<file path="config.mk">
export PLATFORM = sky130hd
export DESIGN_NAME = hash160_stream_tx
export DESIGN_NICKNAME = d
export VERILOG_FILES = /design/src/rtl/hash160_pkg.sv /design/src/rtl/hash160_byte_serializer.sv /design/src/rtl/hash160_stream_tx.sv
export SDC_FILE = /design/constraint.sdc
export NUM_CORES = 2
export LEC_CHECK = 0
export BUFFER_PORTS_ARGS = -buffer_cell sky130_fd_sc_hd__buf_2
export CAP_MARGIN = 20
export CORE_AREA = 5 5 323 325
export CTS_BUF_LIST = sky130_fd_sc_hd__clkbuf_4
export DETAILED_ROUTE_END_ITERATION = 6
export DIE_AREA = 0 0 328 330
export SKIP_CTS_REPAIR_TIMING = 1
export SLEW_MARGIN = 5
export SYNTH_ARGS = -nofsm -noshare
export SYNTH_HDL_FRONTEND = slang
export SYNTH_SLANG_ARGS = --single-unit
</file>
<file path="constraint.sdc">
create_clock -name clk -period 2.6 [get_ports clk]
set_input_delay 0.26 -clock clk [delete_from_list [all_inputs] [get_ports clk]]
set_output_delay 0.26 -clock clk [all_outputs]
set_load 0.01 [all_outputs]
</file>
<file path="src/rtl/hash160_pkg.sv">
// Shared constants, FSM state encoding and small helpers for the Hash160
// core byte-stream transmitter.
package hash160_pkg;

  localparam logic [7:0] START_TOKEN = 8'hAA;
  localparam logic [7:0] IDLE_BYTE   = 8'h00;
  localparam int         BLOCK_BYTES = 64;
  localparam int         BLOCK_W     = 512;
  localparam int         DIGEST_W    = 160;

  typedef enum logic [2:0] {
    ST_IDLE  = 3'd0,
    ST_CRST  = 3'd1,
    ST_GAP   = 3'd2,
    ST_START = 3'd3,
    ST_DATA  = 3'd4,
    ST_WAIT  = 3'd5,
    ST_RESP  = 3'd6
  } state_e;

  // Rising-edge detect between the current sample and the previous-cycle sample.
  function automatic logic valid_rise(input logic cur, input logic prev);
    return cur & ~prev;
  endfunction

endpackage

</file>
<file path="src/rtl/hash160_byte_serializer.sv">
// 512-bit block register that presents the most significant byte and shifts
// left by one byte per step, so byte 0 of the block leaves first.
module hash160_byte_serializer
  import hash160_pkg::*;
(
  input  logic               clk,
  input  logic               rst_n,
  input  logic               load_i,
  input  logic               shift_i,
  input  logic [BLOCK_W-1:0] blk_i,
  output logic [7:0]         byte_o
);

  logic [BLOCK_W-1:0] sr_q;

  // Block shift register: load on acceptance, otherwise advance one byte per step.
  always_ff @(posedge clk or negedge rst_n) begin
    if (!rst_n) begin
      sr_q <= '0;
    end else if (load_i) begin
      sr_q <= blk_i;
    end else if (shift_i) begin
      sr_q <= {sr_q[BLOCK_W-9:0], 8'h00};
    end
  end

  assign byte_o = sr_q[BLOCK_W-1 -: 8];

endmodule

</file>
<file path="src/rtl/hash160_stream_tx.sv">
// Host-side transmitter for the Hash160 core: accepts one 512-bit block,
// resets the core, sends the start token and 64 data bytes, then waits for
// the core's done pulse and returns the digest (or a timeout error).
module hash160_stream_tx
  import hash160_pkg::*;
#(
  parameter int unsigned GAP_CYC     = 2,
  parameter int unsigned TIMEOUT_CYC = 1024
) (
  input  logic                clk,
  input  logic                rst_n,
  input  logic [BLOCK_W-1:0]  i_blk,
  input  logic                i_blk_valid,
  output logic                o_blk_ready,
  output logic                o_core_rst_n,
  output logic [7:0]          o_text,
  input  logic                i_valid,
  input  logic [DIGEST_W-1:0] i_answer,
  output logic [DIGEST_W-1:0] o_res,
  output logic                o_res_err,
  output logic                o_res_valid,
  input  logic                i_res_ready
);

  localparam int GAP_W = (GAP_CYC > 1) ? $clog2(GAP_CYC) : 1;
  localparam int TMO_W = (TIMEOUT_CYC > 1) ? $clog2(TIMEOUT_CYC) : 1;
  localparam logic [GAP_W-1:0] GAP_LAST = GAP_W'(GAP_CYC - 1);
  localparam logic [TMO_W-1:0] TMO_LAST = TMO_W'(TIMEOUT_CYC - 1);
  localparam logic [5:0]       IDX_LAST = 6'(BLOCK_BYTES - 1);

  state_e                state_q;
  logic [7:0]            text_q;
  logic                  core_rst_n_q;
  logic [DIGEST_W-1:0]   res_q;
  logic                  res_err_q;
  logic                  res_valid_q;
  logic [GAP_W-1:0]      gap_cnt_q;
  logic [5:0]            idx_q;
  logic [TMO_W-1:0]      tmo_cnt_q;
  logic                  valid_prev_q;

  logic                  blk_hs_s;
  logic                  shift_s;
  logic                  valid_rise_s;
  logic [7:0]            ser_byte_s;

  assign o_blk_ready  = (state_q == ST_IDLE);
  assign blk_hs_s     = i_blk_valid & o_blk_ready;
  assign shift_s      = (state_q == ST_START) || (state_q == ST_DATA);
  assign valid_rise_s = valid_rise(i_valid, valid_prev_q);

  assign o_text       = text_q;
  assign o_core_rst_n = core_rst_n_q;
  assign o_res        = res_q;
  assign o_res_err    = res_err_q;
  assign o_res_valid  = res_valid_q;

  hash160_byte_serializer u_ser (
    .clk     (clk),
    .rst_n   (rst_n),
    .load_i  (blk_hs_s),
    .shift_i (shift_s),
    .blk_i   (i_blk),
    .byte_o  (ser_byte_s)
  );

  // Previous-cycle copy of the core done flag; runs in every state so a
  // level left high by an earlier job never looks like a fresh edge.
  always_ff @(posedge clk or negedge rst_n) begin
    if (!rst_n) begin
      valid_prev_q <= 1'b0;
    end else begin
      valid_prev_q <= i_valid;
    end
  end

  // Framing FSM; outputs are loaded on the same edge as the state they belong to.
  always_ff @(posedge clk or negedge rst_n) begin
    if (!rst_n) begin
      state_q      <= ST_IDLE;
      text_q       <= IDLE_BYTE;
      core_rst_n_q <= 1'b1;
      res_q        <= '0;
      res_err_q    <= 1'b0;
      res_valid_q  <= 1'b0;
      gap_cnt_q    <= '0;
      idx_q        <= 6'd0;
      tmo_cnt_q    <= '0;
    end else begin
      case (state_q)
        ST_IDLE: begin
          if (blk_hs_s) begin
            state_q      <= ST_CRST;
            core_rst_n_q <= 1'b0;
            text_q       <= IDLE_BYTE;
          end
        end
        ST_CRST: begin
          core_rst_n_q <= 1'b1;
          gap_cnt_q    <= '0;
          if (GAP_CYC == 0) begin
            state_q <= ST_START;
            text_q  <= START_TOKEN;
          end else begin
            state_q <= ST_GAP;
          end
        end
        ST_GAP: begin
          if (gap_cnt_q == GAP_LAST) begin
            state_q <= ST_START;
            text_q  <= START_TOKEN;
          end else begin
            gap_cnt_q <= gap_cnt_q + 1'b1;
          end
        end
        ST_START: begin
          state_q <= ST_DATA;
          text_q  <= ser_byte_s;
          idx_q   <= 6'd0;
        end
        ST_DATA: begin
          if (idx_q == IDX_LAST) begin
            state_q   <= ST_WAIT;
            text_q    <= IDLE_BYTE;
            tmo_cnt_q <= '0;
          end else begin
            text_q <= ser_byte_s;
            idx_q  <= idx_q + 6'd1;
          end
        end
        ST_WAIT: begin
          // A genuine edge takes priority over an expiring timeout.
          if (valid_rise_s) begin
            res_q       <= i_answer;
            res_err_q   <= 1'b0;
            res_valid_q <= 1'b1;
            state_q     <= ST_RESP;
          end else if (tmo_cnt_q == TMO_LAST) begin
            res_q       <= '0;
            res_err_q   <= 1'b1;
            res_valid_q <= 1'b1;
            state_q     <= ST_RESP;
          end else begin
            tmo_cnt_q <= tmo_cnt_q + 1'b1;
          end
        end
        ST_RESP: begin
          if (i_res_ready) begin
            res_valid_q <= 1'b0;
            state_q     <= ST_IDLE;
          end
        end
        default: begin
          state_q      <= ST_IDLE;
          text_q       <= IDLE_BYTE;
          core_rst_n_q <= 1'b1;
          res_valid_q  <= 1'b0;
        end
      endcase
    end
  end

endmodule

</file>
==> results.md, run 1 <==
- Row cnt: 117
- Multiplexer share of the synthesized area: 0.0376%
- Seq/Total Area, Yosys: 58.8%
- Worst_ep grt: o_blk_ready
- IO Port Bufs: 848
- Xor/xnor share of the synthesized area: 0.234%
- IO Count: 849
- Fraction of synthesis flops using an asynchronous set or reset pin: 100%
- Post-synth EDFFs: 0
- Synthesized area: 30000 µm²
- Flops & latches, synth: 704
- Most frequently used flop master after synthesis: dfrtp_1
- Post-synthesis simple-gate area fraction: 20.4%
- DP Wirelength: 80.4 mm
- H-Tree Level Count: 4
- Syn_nets: 3988
- Root buffer cell: clkbuf_4
- Initial Util: 29.6%
- Synth Instances: 3309
- Setup WS pre-CTS: 0.241 ns
- Largest family of logic cells by synthesized area: simple AND/OR/NAND/NOR gates
- Status: did not finish
- Max clock buf depth: 3
- Die X: 328 µm
- Total CTS buffers: 194
- Clk sinks: 704
- Die Y-Extent: 330 µm
- Syn Area/Cell: 9.06 µm²
- Exit stage: global routing
- Routability congestion estimate: 0.880
- Compound-Gate Fraction of Synth Area: 16.5%
- Adder-Cell Fraction of Synth Area: 0.0835%
- Synthesis Warnings: 0
- Post-placement cell area: 36100 µm²
- Worst End Pin Type: primary output
- Synth unique cells: 41
- Largest net degree at the start of global routing: 162
- First Err: [ERROR RSZ-0060] Max buffer count reached.
-- cell families after synthesis --
kind of cell    count (synthesis)
compound gates                722
simple gates                 1601
flops                         704
buf+inv                       271
xor+xnor                        8
fa+ha+maj                       2
mux                             1
-- Yosys cell counts, types with 3 or more instances --
cell type / instances / share of area, %
o31ai_1: 5 / 0.13
inv_1: 3 / 0.038
nand4_1: 3 / 0.063
buf_1: 20 / 0.25
a31oi_1: 505 / 11
nand2b_1: 3 / 0.063
nor2b_1: 3 / 0.063
a21oi_1: 24 / 0.40
nor2_1: 544 / 6.8
nand2_1: 1026 / 13
buf_2: 127 / 2.1
and4_1: 4 / 0.12
clkbuf_1: 118 / 1.5
dfrtp_1: 703 / 59
a211oi_1: 5 / 0.13
nand3_1: 7 / 0.12
xnor2_1: 6 / 0.18
a22o_1: 165 / 4.8
o21ai_0: 9 / 0.15
-- through the flow --
stage,std cells,hold slack (ns)
floorplan,3309,-0.0356
global placement,5361,0.267
detailed placement,5361,0.265
CTS,5710,-0.997
==> run 2, diff against run 1 <==
CORE_AREA = 5 5 324 326   (was 5 5 323 325)
CTS_BUF_LIST = not set   (was sky130_fd_sc_hd__clkbuf_4)
DIE_AREA = 0 0 329 331   (was 0 0 328 330)
PLACE_DENSITY_LB_ADDON = 0.15   (was not set)
==> results.md, run 2 <==
- Status: finished, final reports clean
- Core area: 101000 µm²
- Largest net degree at the start of global routing: 162
- GRT Util Overall: 19.5%
- Seq/Total Area, Yosys: 58.8% (unchanged)
- Most frequent cell after synthesis: nand2_1
- CP max FO: 161
- Synthesis Warnings: 0 (unchanged)
- H-Tree Level Count: 3 (-1)
- Flip-flop count of the largest register after layout: 512
- PwrDens: 1150 nW/µm²
- IO Count: 849 (unchanged)
- DP Wirelength: 81.5 mm (+1.4%)
- Synth Instances: 3309 (unchanged)
- Maxcap violations: 0
- Fill count: 9947
- Fin Clk Skew: 0.0221 ns
- Commonest cells in the netlist: nand2_1, dfrtp_1, nor2_1, a31oi_1, a22o_1
- Share of cells above drive strength 1: 22.4%
- Worst Reg-to-Reg Cells: 5
- Layout net count: 5416
- FF-to-FF setup slack: 0.33 ns
- Most frequently used flop master after synthesis: dfrtp_1
- Total CTS buffers: 85 (-56%)
- Row cnt: 117 (unchanged)
- Min Hold Slack: 0.126 ns
- CP Data Arrival Time: 2.85 ns
- Post-synth EDFFs: 0 (unchanged)
- Worst Tran Pin Value: 0.854 ns
- Syn Area/Cell: 9.06 µm² (unchanged)
- Fraction of synthesis flops using an asynchronous set or reset pin: 100% (unchanged)
- Fin. max-slew vios: 0
- Wire per inst: 19.3 µm
- Commonest cells after routing, fill and taps aside: nand2_1, buf_2, dfrtp_1
- CP Capture Point: o_res[23]
- Max clock buf depth: 3 (unchanged)
- DRT Wirelength: 119 mm
- Leading cell type in the layout, fill and taps excluded: nand2_1
- Grt ovf: 0
- IO Port Bufs: 848 (unchanged)
- Die X: 329 µm (+0.30%)
- Crit Path Class: flop to flop
- Fin cells: 6198
- Setup WS pre-CTS: 0.400 ns (+0.160 ns)
- Synthesized area: 30000 µm² (unchanged)
- Vias per cell: 4.77
- DRC viols: 0
- Tmin final: 2.27 ns
- Startpoint types: flop
- Most area-hungry cell type in the Yosys netlist: dfrtp_1
- Flops & latches, synth: 704 (unchanged)
- Via count: 29500
- Layout area overhead: 52.2%
- Fin crit share: 87.2%
- Critical R2R Launch: state_q[1]
- Root buffer cell: clkbuf_16
- TritonCTS clock tree: yes
- Required @ worst endpoint: 3.18 ns
- RSZ-0062 raised after global routing: no
- Clk sinks: 704 (unchanged)
- Hold crit path type: input port to flop
- Setup TNS: 0 ns
- First-pass DRT Iterations: 7
- Routability congestion estimate: 0.851 (-3.3%)
- Number of DRC markers in iteration 0: 2135
- Vias in the first global route: 26300
- Setup crit start: state_q[1]
- Clk Latency, worst-skew pair: 0.65 ns
- Die area: 109000 µm²
- Reg with most FFs: u_ser.sr_q
- Peak supply drop: 0.549 mV
- Final setup margin: 0.332 ns
- Final setup vio count: 0
- Pleak: 21.5 nW
- Initial Util: 29.5% (-0.085 points)
- Global-route wire length before repair: 164 mm
- Final hold violation count: 0
- Crit. End Element: flop
- R2r endpoint: o_res[23]
- Relative slew slack: 43.1%
- FMAX: 0.441 GHz
- Clock-pin transition on the worst setup and hold timing paths: 0.06 ns
- Initial antenna violation count: 23
- DRT antenna net count: 0
- Synth unique cells: 41 (unchanged)
- Placed cells: 5343 (-0.34%)
- Yosys top cell area share: 58.7% (unchanged)
- Die Y-Extent: 331 µm (+0.30%)
- Syn_nets: 3988 (unchanged)
- Ranking of synthesized cells by area: dfrtp_1, nand2_1, a31oi_1
## run 2: cell counts after synthesis
Identical to the previous run, type by type.
## run 2: layer usage
metal	part of all wire [%]	global-route usage, %
met1	42	24.4
met5	0.011	0
met3	6.6	6.41
met2	47	31.6
met4	4.3	7.32
## run 2: metrics by stage
step                      area [µm²]  util, %  power (W)
after floorplan                30000        -     0.0323
after global placement         35900     35.4     0.0392
after detailed placement       35900     35.4     0.0395
after CTS                      38800     38.2     0.0520
after global routing           45600     44.9     0.0563
final                          45600     45.0     0.0522
## run 2: worst max-delay path: stages (launching register included)
cell,delay (ns)
dfrtp_1,0.50
buf_4,0.24
nand2b_1,0.26
nor2_4,0.22
buf_12,0.48
a22o_1,0.28
## run 2: worst min-delay path by stage
stage,cells after the start,startpoint,slack [ns],to
floorplan,0,rst_n,-0.04,gap_cnt_q
global placement,1,rst_n,0.36,u_ser.sr_q[489]
detailed placement,1,rst_n,0.36,u_ser.sr_q[489]
CTS,1,rst_n,-0.37,u_ser.sr_q[489]
global route,4,i_blk_valid,0.14,o_core_rst_n
finish,4,i_blk_valid,0.13,o_core_rst_n
## run 2: layout make-up
| cell class | count | area [µm²] | area share [%] |
|---|---|---|---|
| diodes | 28 | 70.1 | 0.154 |
| clock buffers | 122 | 2470 | 5.41 |
| clock inverters | 30 | 373 | 0.818 |
| inverters | 4 | 15.0 | 0.0329 |
| multi-input cells | 2334 | 11200 | 24.6 |
| flip-flops and latches | 704 | 17600 | 38.6 |
| well taps | 1368 | 1710 | 3.75 |
| repair buffers | 1608 | 12100 | 26.6 |
## run 2: kinds of logic (layout without fill, tap and decap cells)
kind of cell	after synthesis	after routing	share of synthesized area (%)
xor+xnor	8	8	0.234
buf+inv	271	1764	3.95
other cells	0	28	0
compound gates	722	722	16.5
flops	704	704	58.8
mux	1	1	0.0376
simple gates	1601	1601	20.4
fa+ha+maj	2	2	0.0835
## run 2: where the power goes
group | internal, W | switching, W
logic | 0.00839 | 0.0122
registers | 0.0163 | 0.00316
clock network | 0.00730 | 0.00490
(Power assumes the default switching activity.)
